--- src/rtl/painel_pkg.sv ---
// ---------------------------------------------------------------------------
// painel_pkg
// Shared definitions for the front-panel input conditioner.
//   - Channel index constants for the seven panel inputs (sensor switches
//     sn/sr/sp, selection buttons b1/b0, value buttons v1/v0).
//   - Per-channel debounce state encoding.
//   - Default acceptance time (1 ms at 50 MHz).
//   - Polarity helper that maps a synchronized pin level to "1 = active".
// ---------------------------------------------------------------------------
package painel_pkg;

  // Bit positions of each panel input inside the raw/stable/rise/fall vectors.
  localparam int CH_SN = 0;
  localparam int CH_SR = 1;
  localparam int CH_SP = 2;
  localparam int CH_B1 = 3;
  localparam int CH_B0 = 4;
  localparam int CH_V1 = 5;
  localparam int CH_V0 = 6;

  localparam int N_CH_DEF = 7;

  // Cycles a new level must persist before it is accepted.
  localparam int DEB_CYCLES_DEF = 50000;

  // Per-channel debounce state.
  //   ST_IDLE  : synchronized level equals the accepted level.
  //   ST_COUNT : level differs, timing how long it has differed.
  //   ST_HELD  : accepted press with auto-repeat enabled, timing repeats.
  typedef enum logic [1:0] {
    ST_IDLE  = 2'd0,
    ST_COUNT = 2'd1,
    ST_HELD  = 2'd2
  } estado_t;

  // Convert a synchronized pin level into an active-high level.
  function automatic logic normaliza(input logic nivel, input bit active_low);
    return active_low ? ~nivel : nivel;
  endfunction

endpackage

--- src/rtl/debounce_entradas_if.sv ---
// ---------------------------------------------------------------------------
// debounce_entradas_if
// Signal bundle between the raw panel pins and the machine FSMs.
//   raw       : asynchronous panel levels (pin polarity)
//   stable    : debounced level per channel, 1 = pressed/active
//   rise      : one-cycle pulse on accepted press and on each auto-repeat
//   fall      : one-cycle pulse on accepted release
//   any_rise  : OR of rise, same cycle
//   dbg_state : per-channel FSM state (painel_pkg::estado_t encoding)
//
// There is no valid/ready handshake on this bundle: raw is a free-running
// level, stable is a level, and rise/fall/any_rise are registered pulses that
// are exactly one clock wide; consumers must sample them every cycle and can
// never apply back-pressure.
//
// Modports:
//   master : the panel side / environment (drives raw, observes the rest)
//   slave  : the conditioner (reads raw, drives the rest)
// ---------------------------------------------------------------------------
interface debounce_entradas_if #(
  parameter int N_CH = 7
);

  logic [N_CH-1:0]      raw;
  logic [N_CH-1:0]      stable;
  logic [N_CH-1:0]      rise;
  logic [N_CH-1:0]      fall;
  logic                 any_rise;
  logic [N_CH-1:0][1:0] dbg_state;

  modport master (
    output raw,
    input  stable,
    input  rise,
    input  fall,
    input  any_rise,
    input  dbg_state
  );

  modport slave (
    input  raw,
    output stable,
    output rise,
    output fall,
    output any_rise,
    output dbg_state
  );

endinterface

--- src/rtl/debounce_canal.sv ---
// ---------------------------------------------------------------------------
// debounce_canal
// One panel input channel: two-flop synchronizer, polarity normalization,
// debounce FSM with acceptance counter, optional auto-repeat counter and
// registered edge pulses.
//
// Ports:
//   clk       in   system clock
//   rst       in   synchronous active-high reset
//   raw_i     in   asynchronous pin level (pin polarity)
//   stable_o  out  debounced level, 1 = active
//   rise_o    out  one-cycle pulse on accepted press / auto-repeat
//   fall_o    out  one-cycle pulse on accepted release
//   state_o   out  current FSM state (estado_t encoding)
//
// Latency: a raw change sampled at edge E is accepted at edge
// E + DEB_CYCLES + 1 (two synchronizer edges, then DEB_CYCLES edges with the
// normalized level differing from the accepted one).
// ---------------------------------------------------------------------------
module debounce_canal
  import painel_pkg::*;
#(
  parameter int DEB_CYCLES    = DEB_CYCLES_DEF,
  parameter bit ACTIVE_LOW    = 1'b1,
  parameter int REPEAT_CYCLES = 0
) (
  input  logic       clk,
  input  logic       rst,
  input  logic       raw_i,
  output logic       stable_o,
  output logic       rise_o,
  output logic       fall_o,
  output logic [1:0] state_o
);

  localparam int   CW     = $clog2(DEB_CYCLES);
  localparam bit   REP_EN = (REPEAT_CYCLES > 0);
  // Pin level that means "not pressed"; the synchronizer resets to it so that
  // reset never looks like a press.
  localparam logic RAW_INACTIVE = ACTIVE_LOW ? 1'b1 : 1'b0;

  // -------------------------------------------------------------------------
  // Synchronizer
  // -------------------------------------------------------------------------
  logic sync1_q, sync1_d;
  logic sync2_q, sync2_d;

  always_comb begin
    sync1_d = raw_i;
    sync2_d = sync1_q;
  end

  always_ff @(posedge clk) begin
    if (rst) begin
      sync1_q <= RAW_INACTIVE;
      sync2_q <= RAW_INACTIVE;
    end else begin
      sync1_q <= sync1_d;
      sync2_q <= sync2_d;
    end
  end

  // Normalized, synchronized level: 1 = active.
  logic s;
  assign s = normaliza(sync2_q, ACTIVE_LOW);

  // -------------------------------------------------------------------------
  // Debounce FSM state and counters
  // -------------------------------------------------------------------------
  estado_t        state_q, state_d;
  logic [CW-1:0]  cnt_q, cnt_d;
  logic           stable_q, stable_d;
  logic           rise_q, rise_d;
  logic           fall_q, fall_d;
  logic           rep_hit;

  // -------------------------------------------------------------------------
  // Auto-repeat counter, only present when repeats are enabled.
  // It runs only while the channel is HELD and the level stays active, and
  // is cleared whenever the channel is anywhere else.
  // -------------------------------------------------------------------------
  if (REP_EN) begin : g_rep
    localparam int RW = (REPEAT_CYCLES > 1) ? $clog2(REPEAT_CYCLES) : 1;

    logic [RW-1:0] rcnt_q, rcnt_d;

    always_comb begin
      rcnt_d  = '0;
      rep_hit = 1'b0;
      if (state_q == ST_HELD && s) begin
        if (rcnt_q == RW'(REPEAT_CYCLES - 1)) begin
          rep_hit = 1'b1;
          rcnt_d  = '0;
        end else begin
          rcnt_d  = rcnt_q + RW'(1);
        end
      end
    end

    always_ff @(posedge clk) begin
      if (rst) begin
        rcnt_q <= '0;
      end else begin
        rcnt_q <= rcnt_d;
      end
    end
  end else begin : g_norep
    assign rep_hit = 1'b0;
  end

  // -------------------------------------------------------------------------
  // Next-state / output logic
  // -------------------------------------------------------------------------
  always_comb begin
    state_d  = state_q;
    cnt_d    = cnt_q;
    stable_d = stable_q;
    rise_d   = 1'b0;
    fall_d   = 1'b0;

    case (state_q)
      ST_IDLE: begin
        // The edge that first sees the difference is already the first
        // counted cycle, so the count starts at 1 on entry to COUNT.
        if (s != stable_q) begin
          state_d = ST_COUNT;
          cnt_d   = CW'(1);
        end else begin
          cnt_d   = '0;
        end
      end

      ST_COUNT: begin
        if (s == stable_q) begin
          // Glitch: level went back before acceptance, drop it entirely.
          state_d = ST_IDLE;
          cnt_d   = '0;
        end else if (cnt_q == CW'(DEB_CYCLES - 1)) begin
          stable_d = s;
          cnt_d    = '0;
          rise_d   = s;
          fall_d   = ~s;
          state_d  = (s && REP_EN) ? ST_HELD : ST_IDLE;
        end else begin
          cnt_d    = cnt_q + CW'(1);
        end
      end

      ST_HELD: begin
        if (!s) begin
          // Release path is timed exactly like a release from IDLE.
          state_d = ST_COUNT;
          cnt_d   = CW'(1);
        end else if (rep_hit) begin
          rise_d  = 1'b1;
        end
      end

      default: begin
        state_d = ST_IDLE;
        cnt_d   = '0;
      end
    endcase
  end

  always_ff @(posedge clk) begin
    if (rst) begin
      state_q  <= ST_IDLE;
      cnt_q    <= '0;
      stable_q <= 1'b0;
      rise_q   <= 1'b0;
      fall_q   <= 1'b0;
    end else begin
      state_q  <= state_d;
      cnt_q    <= cnt_d;
      stable_q <= stable_d;
      rise_q   <= rise_d;
      fall_q   <= fall_d;
    end
  end

  assign stable_o = stable_q;
  assign rise_o   = rise_q;
  assign fall_o   = fall_q;
  assign state_o  = state_q;

endmodule

--- src/rtl/debounce_entradas.sv ---
// ---------------------------------------------------------------------------
// debounce_entradas
// Front-panel input conditioner. Raw asynchronous panel levels in,
// synchronized debounced levels and one-cycle edge pulses out, all in the
// clk domain. One independent debounce_canal per input channel; the top only
// builds the port vectors and the any_rise OR.
//
// Ports:
//   clk  in  system clock (only clock)
//   rst  in  synchronous active-high reset
//   bus  debounce_entradas_if.slave:
//          raw (in), stable/rise/fall/any_rise/dbg_state (out)
//
// Parameters:
//   N_CH          number of channels (must match the interface N_CH)
//   DEB_CYCLES    acceptance time in cycles, >= 2
//   ACTIVE_LOW    1: pin reads 0 when pressed
//   REPEAT_CYCLES auto-repeat period while held, 0 disables repeats
// ---------------------------------------------------------------------------
module debounce_entradas
  import painel_pkg::*;
#(
  parameter int N_CH          = N_CH_DEF,
  parameter int DEB_CYCLES    = DEB_CYCLES_DEF,
  parameter bit ACTIVE_LOW    = 1'b1,
  parameter int REPEAT_CYCLES = 0
) (
  input  logic                clk,
  input  logic                rst,
  debounce_entradas_if.slave  bus
);

  for (genvar i = 0; i < N_CH; i++) begin : g_canal
    debounce_canal #(
      .DEB_CYCLES    (DEB_CYCLES),
      .ACTIVE_LOW    (ACTIVE_LOW),
      .REPEAT_CYCLES (REPEAT_CYCLES)
    ) u_canal (
      .clk      (clk),
      .rst      (rst),
      .raw_i    (bus.raw[i]),
      .stable_o (bus.stable[i]),
      .rise_o   (bus.rise[i]),
      .fall_o   (bus.fall[i]),
      .state_o  (bus.dbg_state[i])
    );
  end

  // rise is already registered per channel, so this OR lines up with it.
  assign bus.any_rise = |bus.rise;

endmodule
--- src/flat_wrapper.sv ---
// flat-port wrapper written by rule: the top's interface ports become plain ports
module debounce_entradas_flat import painel_pkg::*;
#(
  parameter int N_CH          = N_CH_DEF,
  parameter int DEB_CYCLES    = DEB_CYCLES_DEF,
  parameter bit ACTIVE_LOW    = 1'b1,
  parameter int REPEAT_CYCLES = 0
)
  (clk, rst, bus_raw, bus_stable, bus_rise, bus_fall, bus_any_rise, bus_dbg_state);
  debounce_entradas_if #(.N_CH(N_CH)) bus_i ();
  input  logic clk;
  input  logic rst;
  input wire logic [$bits(bus_i.raw)-1:0] bus_raw;
  output wire logic [$bits(bus_i.stable)-1:0] bus_stable;
  output wire logic [$bits(bus_i.rise)-1:0] bus_rise;
  output wire logic [$bits(bus_i.fall)-1:0] bus_fall;
  output wire logic [$bits(bus_i.any_rise)-1:0] bus_any_rise;
  output wire logic [$bits(bus_i.dbg_state)-1:0] bus_dbg_state;
  assign bus_i.raw = bus_raw;
  assign bus_stable = bus_i.stable;
  assign bus_rise = bus_i.rise;
  assign bus_fall = bus_i.fall;
  assign bus_any_rise = bus_i.any_rise;
  assign bus_dbg_state = bus_i.dbg_state;
  debounce_entradas #(.N_CH(N_CH), .DEB_CYCLES(DEB_CYCLES), .ACTIVE_LOW(ACTIVE_LOW), .REPEAT_CYCLES(REPEAT_CYCLES)) u_core (.clk(clk), .rst(rst), .bus(bus_i));
endmodule
--- config.mk ---
export PLATFORM = sky130hd
export DESIGN_NAME = debounce_entradas_flat
export DESIGN_NICKNAME = d
export VERILOG_FILES = /design/src/rtl/painel_pkg.sv /design/src/rtl/debounce_entradas_if.sv /design/src/rtl/debounce_canal.sv /design/src/rtl/debounce_entradas.sv /design/src/flat_wrapper.sv
export SDC_FILE = /design/constraint.sdc
export NUM_CORES = 1
export LEC_CHECK = 0
export ABC_AREA = 1
export CAP_MARGIN = 10
export CORE_ASPECT_RATIO = 1.75
export CORE_MARGIN = 1.5
export CORE_UTILIZATION = 47
export CTS_CLUSTER_DIAMETER = 120
export CTS_CLUSTER_SIZE = 40
export DETAILED_ROUTE_END_ITERATION = 7
export HOLD_SLACK_MARGIN = 0.06
export PLACE_DENSITY = 0.65
export SYNTH_ARGS = -nofsm -noshare
export SYNTH_HDL_FRONTEND = slang
export SYNTH_SLANG_ARGS = --single-unit
--- constraint.sdc ---
create_clock -name clk -period 1.6 [get_ports clk]
set_input_delay 0.32 -clock clk [delete_from_list [all_inputs] [get_ports clk]]
set_output_delay 0.32 -clock clk [all_outputs]
set_load 0.05 [all_outputs]
==> flow_summary_export.csv <==
group,metric,value,unit
clocking,postCtsSetupRepairBufs,0,
sta,fin_crit,1560,ps
sta,finalMaxSlewViolations,0,
finish,final_cell_mix,"nor2_1 (212), nand2_1 (191), dfxtp_1 (152), inv_1 (121), nand3_1 (75)",
synth,ys_types,43,
synth,syn_area,7430,sq um
floorplanning,start_util,48.3,%
finish,final_nets,1094,
run,maxCapViolCount,0,
synth,yosysSeqAreaShare,41.5,%
grt,busiest_layer,"met2",
placement,place_ws,-149,ps
critical_path,critical_path_required,1280,ps
grt,grt_antenna_before_repair,0,
grt,grt_max_degree,17,
clocking,clockBufferDepth,2,
sta,final_hold_viol_count,0,
routing,wl_per_cell,11.6,microns
routing,num_vias,6133,
finish,fillCellCount,1435,
clocking,holdBufCountCts,0,
power,comb_power_share,2.5,%
grt,met2_usage,35.6,%
grt,grt_pass1_wl,25600,microns
grt,track_usage,18.9,%
clocking,clk_latency,420,ps
finish,area_delta_synth_final,18.7,%
critical_path,cp-end-kind,"output pin",
synth,synthFlopType,"dfxtp_1",
critical_path,critical_path_arrival,1240,ps
floorplanning,pin_count,45,
floorplanning,die_w,98.1,microns
clocking,clockRootBuffer,"clkbuf_16",
worst_hold_path,hp-class,"reg2reg",
critical_path,cp_max_fo,2,
outcome,status,"complete, no violations",
synth,synth_edf_count,0,
sta,fmax,641,MHz
grt,grt_use_met3,3.91,%
power,power.switching,1740,uW
grt,grt_overflow,0,
synth,yosys_warnings,0,
routing,wl,14700,microns
synth,syn_area_per_cell,7.30,sq um
power,ir_worst_vdd,0.512,mV
placement,gp_congestion,0.859,
power,power_frac_seq,45.6,%
clocking,numCtsBuffers,17,
sta,report.final.setup_viol,0,
floorplanning,design.die.area,16600,sq um
sta,period_share,97.5,%
routing,routed_via_density,4.81,
finish,drive_gt1_share,16.7,%
power,internal-power,6780,uW
synth,synth_cells,1018,
sta,skew,11.5,ps
grt,met1_usage,19.5,%
power,power_density,966,nW/um^2
power,p_leak,0.00332,uW
placement,dp_hpwl,11300,microns
floorplanning,core,15400,sq um
clocking,clk_pin_slew,60,ps
synth,synth-seq-cells,154,
routing,drtPass1Iterations,4,
critical_path,start_kind,"flip-flop",
power,switching_share,20.4,%
grt,grt_pass1_vias,5965,
floorplanning,num_rows,60,
clocking,cts_tree,"yes",
routing,ant_nets,0,
sta,fin_ws,40.1,ps
routing,drt_iter0_drc,180,
routing,drc_errors,0,
power,power,8520,uW
critical_path,critPathKind,"reg2out",
sta,rsz0062_at_grt,"yes",
finish,mostFrequentLayoutCell,"nor2_1",
finish,diodes,0,
clocking,htreeDepth,4,
synth,async_reset_ff_share,0,%
floorplanning,fp.dieH,169,microns
power,clockPowerShare,51.9,%
placement,io_buffers,37,
clocking,clock-sinks,154,
[synthesized netlist by cell type (7+ instances only)]
cell type | n | share of area (%)
nor2_1 | 213 | 11
nand2_1 | 191 | 9.6
dfxtp_1 | 154 | 41
inv_1 | 121 | 6.1
nand3_1 | 75 | 5.0
xor2_1 | 35 | 4.1
buf_4 | 33 | 3.3
nor2_2 | 23 | 1.9
nor3_1 | 23 | 1.5
nand4_1 | 18 | 1.5
a21oi_1 | 17 | 1.1
xnor2_1 | 17 | 2.0
or2_2 | 14 | 1.2
ha_1 | 8 | 1.3
nor3_2 | 8 | 1.1
inv_2 | 7 | 0.35
nand3_2 | 7 | 0.94
[path summary, 6_finish.rpt]
| kind | start | to | slack, ps | cells after the start |
|---|---|---|---|---|
| max | u_core.g_canal[5].u_canal.rise_o | bus_any_rise | 40 | 3 |
| min | u_core.g_canal[3].u_canal.sync1_q | u_core.g_canal[3].u_canal.sync2_q | 410 | 1 |
| max reg2reg | u_core.g_canal[5].u_canal.cnt_q[0] | u_core.g_canal[5].u_canal.cnt_q[14] | 110 | 7 |
| min reg2reg | u_core.g_canal[3].u_canal.sync1_q | u_core.g_canal[3].u_canal.sync2_q | 410 | 1 |
[layout make-up]
| class | count | area [sq um] | share of cell area, % |
|---|---|---|---|
| sequential | 154 | 3090 | 35.0 |
| clock buffer | 19 | 453 | 5.13 |
| multi-input combinational | 703 | 3610 | 40.9 |
| inverter | 128 | 480 | 5.45 |
| tap | 186 | 233 | 2.64 |
| clock inverter | 11 | 193 | 2.18 |
| timing repair buffer | 73 | 772 | 8.75 |
[worst max-delay path, cell delays in order, from the launching register on]
cell and delay, ps:
dfxtp_2 320, nor4_2 250, nand2_1 90, buf_6 160
[power by group through the flow]
stage / Sequential [uW] / Combinational (uW) / Clock [uW]
6_report: 3880 / 213 / 4420
5_1_grt: 3890 / 233 / 4680
4_1_cts: 3880 / 216 / 4500
3_5_place_dp: 3970 / 215 / 0
3_3_place_gp: 3970 / 212 / 0
2_1_floorplan: 3980 / 126 / 0
[flip-flops by register name (all words and copies together) (netlist names)]
signal / flops
u_core.g_canal.u_canal.state_o: 7
u_core.g_canal.u_canal.cnt_q: 112
u_core.g_canal.u_canal.sync1_q: 7
u_core.g_canal.u_canal.stable_o: 7
u_core.g_canal.u_canal.sync2_q: 7
u_core.g_canal.u_canal.rise_o: 7
u_core.g_canal.u_canal.fall_o: 7
[cells by family after synthesis]
group	Yosys count	synth area share (%)
and+or+nand+nor	600	37.4
buffers and inverters	167	10.6
DFF	154	41.5
xor gates and xnor gates	52	6.13
AOI/OAI and AO/OA	36	2.95
adders and majority gates	8	1.35
other	1	0.0504
[stage by stage]
step	area [sq um]	utilization (%)	hold slack [ps]	instances	TNS [ps]
6_report	8820	57.3	411	1274	0
2_1_floorplan	7460	-	389	1024	0
3_3_place_gp	8150	52.9	392	1244	-4910
4_1_cts	8810	57.2	412	1274	0
3_5_place_dp	8150	52.9	398	1244	-6410
5_1_grt	8820	57.3	431	1274	-10.2
[repair_timing]
action                     4_1_cts  5_1_grt
resized for setup                4        5
pin swaps                        2        1
setup endpoints to repair        1       29
[metal layers]
layer  vias up  routed length [microns]  share of wire (%)
met4         0                      481                3.3
met2        80                     7820                 53
li1       3238                        -                  -
met3        32                      400                2.7
met1      2783                     6020                 41
met5         -                        0                  0
Power figures use the tool's default switching activity.
